**src/rtl/ones_count_pkg.sv**
```systemverilog
// Shared definitions for the sequential ones counter: ceil-log2 helper and FSM state encoding.
package ones_count_pkg;

    function automatic int clog2(input int v);
        int r;
        r = 0;
        for (int i = 0; i < 31; i++) begin
            if ((1 << i) < v) r = i + 1;
        end
        return r;
    endfunction

    typedef enum logic [1:0] {
        S_IDLE = 2'd0,
        S_RUN  = 2'd1,
        S_DONE = 2'd2
    } state_t;

endpackage

```
**src/rtl/ones_chunk.sv**
```systemverilog
// Combinational popcount of one W-bit chunk.
module ones_chunk
    import ones_count_pkg::*;
#(
    parameter  int W     = 4,
    localparam int OUT_W = clog2(W + 1)
) (
    input  logic [W-1:0]     chunk_i,
    output logic [OUT_W-1:0] ones_o
);

    always_comb begin
        ones_o = '0;
        for (int i = 0; i < W; i++) begin
            ones_o = ones_o + OUT_W'(chunk_i[i]);
        end
    end

endmodule

```
**src/rtl/seq_ones_count.sv**
```systemverilog
// Multi-cycle popcount: counts CHUNK_W bits per cycle and keeps a saturating running total.
//
// state  | meaning
// S_IDLE | waiting for start; dat_in/acc_en captured on start
// S_RUN  | one chunk counted per cycle, N cycles
// S_DONE | result published, done pulse, back to idle
module seq_ones_count
    import ones_count_pkg::*;
#(
    parameter  int DATA_W  = 32,
    parameter  int CHUNK_W = 4,
    parameter  int TOT_W   = 16,
    localparam int CNT_W   = clog2(DATA_W + 1)
) (
    input  logic              clk,
    input  logic              rst_n,
    input  logic              start,
    input  logic [DATA_W-1:0] dat_in,
    input  logic              acc_en,
    input  logic              clr,
    output logic              busy,
    output logic              done,
    output logic [CNT_W-1:0]  count,
    output logic [TOT_W-1:0]  total
);

    localparam int N     = DATA_W / CHUNK_W;
    localparam int IDX_W = (N > 1) ? clog2(N) : 1;
    localparam int PC_W  = clog2(CHUNK_W + 1);
    localparam int SUM_W = ((TOT_W > CNT_W) ? TOT_W : CNT_W) + 1;
    localparam logic [IDX_W-1:0] IDX_LAST = IDX_W'(N - 1);
    localparam logic [SUM_W-1:0] TOT_MAX  = (SUM_W'(1) << TOT_W) - SUM_W'(1);

    state_t            state_q, state_d;
    logic [DATA_W-1:0] shift_q, shift_d;
    logic [CNT_W-1:0]  part_q, part_d;
    logic [IDX_W-1:0]  idx_q, idx_d;
    logic              acc_q, acc_d;
    logic              busy_q, busy_d;
    logic              done_q, done_d;
    logic [CNT_W-1:0]  count_q, count_d;
    logic [TOT_W-1:0]  total_q, total_d;

    logic [PC_W-1:0]   chunk_ones;
    logic [CNT_W-1:0]  part_fin;
    logic [SUM_W-1:0]  sum_base;
    logic [SUM_W-1:0]  sum_full;
    logic [TOT_W-1:0]  tot_sat;

    ones_chunk #(.W(CHUNK_W)) u_chunk (
        .chunk_i (shift_q[CHUNK_W-1:0]),
        .ones_o  (chunk_ones)
    );

    // A clear landing on the completion edge must not be overwritten by the old total.
    always_comb begin
        part_fin = part_q + CNT_W'(chunk_ones);
        sum_base = (acc_q && !clr) ? SUM_W'(total_q) : '0;
        sum_full = sum_base + SUM_W'(part_fin);
        tot_sat  = (sum_full > TOT_MAX) ? {TOT_W{1'b1}} : sum_full[TOT_W-1:0];
    end

    always_comb begin
        state_d = state_q;
        shift_d = shift_q;
        part_d  = part_q;
        idx_d   = idx_q;
        acc_d   = acc_q;
        count_d = count_q;
        total_d = clr ? '0 : total_q;
        unique case (state_q)
            S_IDLE: begin
                if (start) begin
                    shift_d = dat_in;
                    acc_d   = acc_en;
                    part_d  = '0;
                    idx_d   = '0;
                    state_d = S_RUN;
                end
            end
            S_RUN: begin
                part_d  = part_fin;
                shift_d = shift_q >> CHUNK_W;
                idx_d   = idx_q + IDX_W'(1);
                if (idx_q == IDX_LAST) begin
                    count_d = part_fin;
                    total_d = tot_sat;
                    state_d = S_DONE;
                end
            end
            S_DONE:  state_d = S_IDLE;
            default: state_d = S_IDLE;
        endcase
        busy_d = (state_d != S_IDLE);
        done_d = (state_d == S_DONE);
    end

    always_ff @(posedge clk or negedge rst_n) begin
        if (!rst_n) begin
            state_q <= S_IDLE;
            shift_q <= '0;
            part_q  <= '0;
            idx_q   <= '0;
            acc_q   <= 1'b0;
            busy_q  <= 1'b0;
            done_q  <= 1'b0;
            count_q <= '0;
            total_q <= '0;
        end else begin
            state_q <= state_d;
            shift_q <= shift_d;
            part_q  <= part_d;
            idx_q   <= idx_d;
            acc_q   <= acc_d;
            busy_q  <= busy_d;
            done_q  <= done_d;
            count_q <= count_d;
            total_q <= total_d;
        end
    end

    assign busy  = busy_q;
    assign done  = done_q;
    assign count = count_q;
    assign total = total_q;

endmodule
```
**config.mk**
```make
export PLATFORM = sky130hd
export DESIGN_NAME = seq_ones_count
export DESIGN_NICKNAME = d
export VERILOG_FILES = /design/src/rtl/ones_count_pkg.sv /design/src/rtl/ones_chunk.sv /design/src/rtl/seq_ones_count.sv
export SDC_FILE = /design/constraint.sdc
export NUM_CORES = 1
export LEC_CHECK = 0
export ABC_AREA = 0
export CAP_MARGIN = 20
export CORE_MARGIN = 8
export CORE_UTILIZATION = 30
export CTS_CLUSTER_SIZE = 10
export DETAILED_ROUTE_END_ITERATION = 8
export GPL_TIMING_DRIVEN = 1
export PLACE_DENSITY = 0.49
export RECOVER_POWER = 50
export SETUP_SLACK_MARGIN = 0.4
export SKIP_LAST_GASP = 1
export SLEW_MARGIN = 20
export SYNTH_ARGS = -nofsm -noshare
export SYNTH_HDL_FRONTEND = slang
export SYNTH_SLANG_ARGS = --single-unit
```
**constraint.sdc**
```tcl
create_clock -name clk -period 5.4 [get_ports clk]
set_input_delay 1.08 -clock clk [delete_from_list [all_inputs] [get_ports clk]]
set_output_delay 1.08 -clock clk [all_outputs]
set_load 0.02 [all_outputs]
```
==> metrics <==
Hold-fix buffers, CTS=0; Worst EP required=5.61 ns; Clock Skew=0.007602 ns; Worst EP arrival=4.60 ns; Chip Width=126.3 um; vias in the first global route=2966; clock input transition at the sequential cells of the worst setup and hold paths=0.06 ns; met3 usage=4.357%; Starting Density=30.53%; layout cells sized above 1=7.604%; final WL=8825 um; status=finished with violations; largest net degree at the start of global routing=51; final setup fails=0; most frequent cells in the layout=dfrtp_1, nand2_1, clkdlybuf4s50_1; multi-input combinational cell area=1814 um^2; Clk Latency, worst-skew pair=0.33 ns; Worst-Margin Slew=2.157 ns; Area Overhead vs Synth=29.12%; Syn. warnings=0; met1 GRT Util=14.69%; Avg Cell Area, Syn=9.739 um^2; Port Buffers=60; sequential-to-total area share from yosys stat=46.59%; Fmax=228.1 MHz; failing checks=max-capacitance violations, max-slew violations; setup bufs post-CTS=0; die area=15960 um^2; WS Path Type=reg -> reg; first-pass GRT wire length=15040 um; number of DRC markers in iteration 0=192; GRT Util Overall=11.74%; commonest non-fill, non-tap cell in the layout=dfrtp_1; final period utilization=81.17%; fillcell total=1220; Post-Syn Instances=375; CTS Root Buffer Type=clkbuf_16; RSZ-0062 raised after global routing=false; FP Rows=40; M2 GR Usage=18.08%; Max IR drop VDD=0.1893 mV; CTS tree=done; n_diodes=0; DPL Wire Length=6249 um; Final Hold Vio Count=0; Clock Path Buffers=2; Chip Height=126.3 um; IO Count=61; Post-synth top flop=dfrtp_1; final net count=481; Period minus WS final=4.383 ns; CP startpoint kind=flip-flop; initial antenna violation count=0; H-tree Lvls=3; total CTS buffers=9; Post-route DRC=0; GP Congestion=0.8345; CP endpoint kind=flip-flop; clk sinks=68; ANT nets after route=0; Mapped Nets=427; vias per cell=4.873; register area=1702 um^2; PwrDens=554.8 nW/um^2; Setup WS post-layout=1.017 ns; CP max FO=11; Pleak=2.188 nW; wire length per cell=15.19 um; Post-CTS Resized=0; Core ar.=11960 um^2; Post-Place Worst Slack=1.011 ns; max cap viols=2; hold crit path type=reg -> reg; grt ovf=0; flops & latches, synth=68; count of cell types in the netlist=55; Slew headroom=-43.79%; EDFF count, synth=0; routed via count=2831; Mapped Area=3652 um^2; most used routing layer=met2; Slew Viols, Final=71; async set or reset register ratio after synthesis=100.0%; Pre-antenna DRT Iters=4; TNS Setup=0 ns
-- sequential cells by signal, indices dropped and copies added, names as in the netlist, 2 cells and up --
signal   flops
total       16
part_q       6
idx_q        3
state_q      2
count        6
shift_q     32
-- layer usage --
| layer | vias to the layer above | part of all wire (%) |
|---|---|---|
| met5 | - | 0 |
| met4 | 0 | 1.5 |
| met3 | 13 | 5.6 |
| met2 | 64 | 43 |
| met1 | 1336 | 50 |
| li1 | 1418 | - |
-- critical path: stages (launching register included) --
cell and delay, ns:
dfrtp_1 0.38, ha_1 0.28, inv_1 0.05, fa_1 0.36, inv_1 0.06, ha_1 0.25, ha_1 0.28, a21o_1 0.16
a21oi_1 0.32, nor2_1 0.11, xnor2_1 0.21, inv_1 0.08, ha_1 0.31, or2_2 0.34, o32ai_2 0.22, o31a_1 0.46
nor2_1 0.11, a211o_1 0.30
-- cell families (layout without fill, tap and decap cells) --
group                      count (synthesis)  after routing  synth area share, %
AOI/OAI and AO/OA                        107            107                18.29
xor gates and xnor gates                   8              8                1.919
adders and majority gates                 17             17                6.338
buffers and inverters                     36             95                4.248
DFF                                       68             68                46.59
muxes                                     30             30                8.256
and+or+nand+nor                          109            109                14.35
-- layout make-up --
class / instances / area share (%)
Sequential cell: 68 / 36.08
Tap cell: 147 / 3.900
Inverter: 16 / 1.274
Timing Repair Buffer: 63 / 13.43
Multi-Input combinational cell: 271 / 38.47
Clock buffer: 13 / 5.943
Clock inverter: 3 / 0.9021
-- synth_stat cells (2+ instances only) --
master | number | share of area, %
dfrtp_1 | 68 | 47
nand2_1 | 60 | 6.2
o21ai_0 | 44 | 6.0
mux2i_1 | 29 | 7.9
a21oi_1 | 25 | 3.4
inv_1 | 15 | 1.5
clkbuf_1 | 13 | 1.3
ha_1 | 12 | 4.1
nor2b_1 | 8 | 1.4
and2_1 | 7 | 1.2
nor2_1 | 7 | 0.72
nand3_1 | 5 | 0.69
xnor2_1 | 5 | 1.2
a21o_1 | 4 | 0.82
and3_1 | 4 | 0.69
buf_2 | 4 | 0.55
nand2b_1 | 4 | 0.69
o21ai_1 | 4 | 0.55
o31ai_1 | 4 | 0.82
a211o_1 | 3 | 0.72
a22o_1 | 3 | 0.72
a2bb2oi_1 | 3 | 0.72
fa_1 | 3 | 1.6
xor2_1 | 3 | 0.72
buf_4 | 2 | 0.41
nand4_1 | 2 | 0.34
nor3_1 | 2 | 0.27
nor4_1 | 2 | 0.34
o211ai_1 | 2 | 0.41
o21bai_1 | 2 | 0.41
or2_1 | 2 | 0.34
-- power breakdown --
| group | internal, mW | switching (mW) | total [mW] |
|---|---|---|---|
| combinational | 0.513 | 0.644 | 1.16 |
| sequential | 0.698 | 0.129 | 0.828 |
| clock | 0.407 | 0.224 | 0.631 |
-- metrics by stage --
step / utilization [%] / total power, mW / cell area [um^2] / cells / hold slack [ns]
floorplan: - / 1.638 / 3652 / 375 / 0.4496
global placement: 36.54 / 1.969 / 4370 / 564 / 0.4660
detailed placement: 36.77 / 2.004 / 4398 / 565 / 0.4674
CTS: 39.47 / 2.662 / 4721 / 581 / 0.4822
global route: 39.42 / 2.844 / 4716 / 581 / 0.4981
finish: 39.42 / 2.616 / 4716 / 581 / 0.4786
-- worst paths after layout --
check                      slack [ns]  cells past startpoint         to       start
setup reg to reg                 1.02                     17  total[11]  shift_q[0]
max in group asynchronous        1.64                      2  part_q[4]       rst_n
hold / removal                   0.48                      2   count[2]    count[2]
setup / recovery                 1.02                     17  total[11]  shift_q[0]
hold reg to reg                  0.48                      2   count[2]    count[2]
min in group asynchronous        1.38                      1       done       rst_n
(Power assumes the default switching activity.)
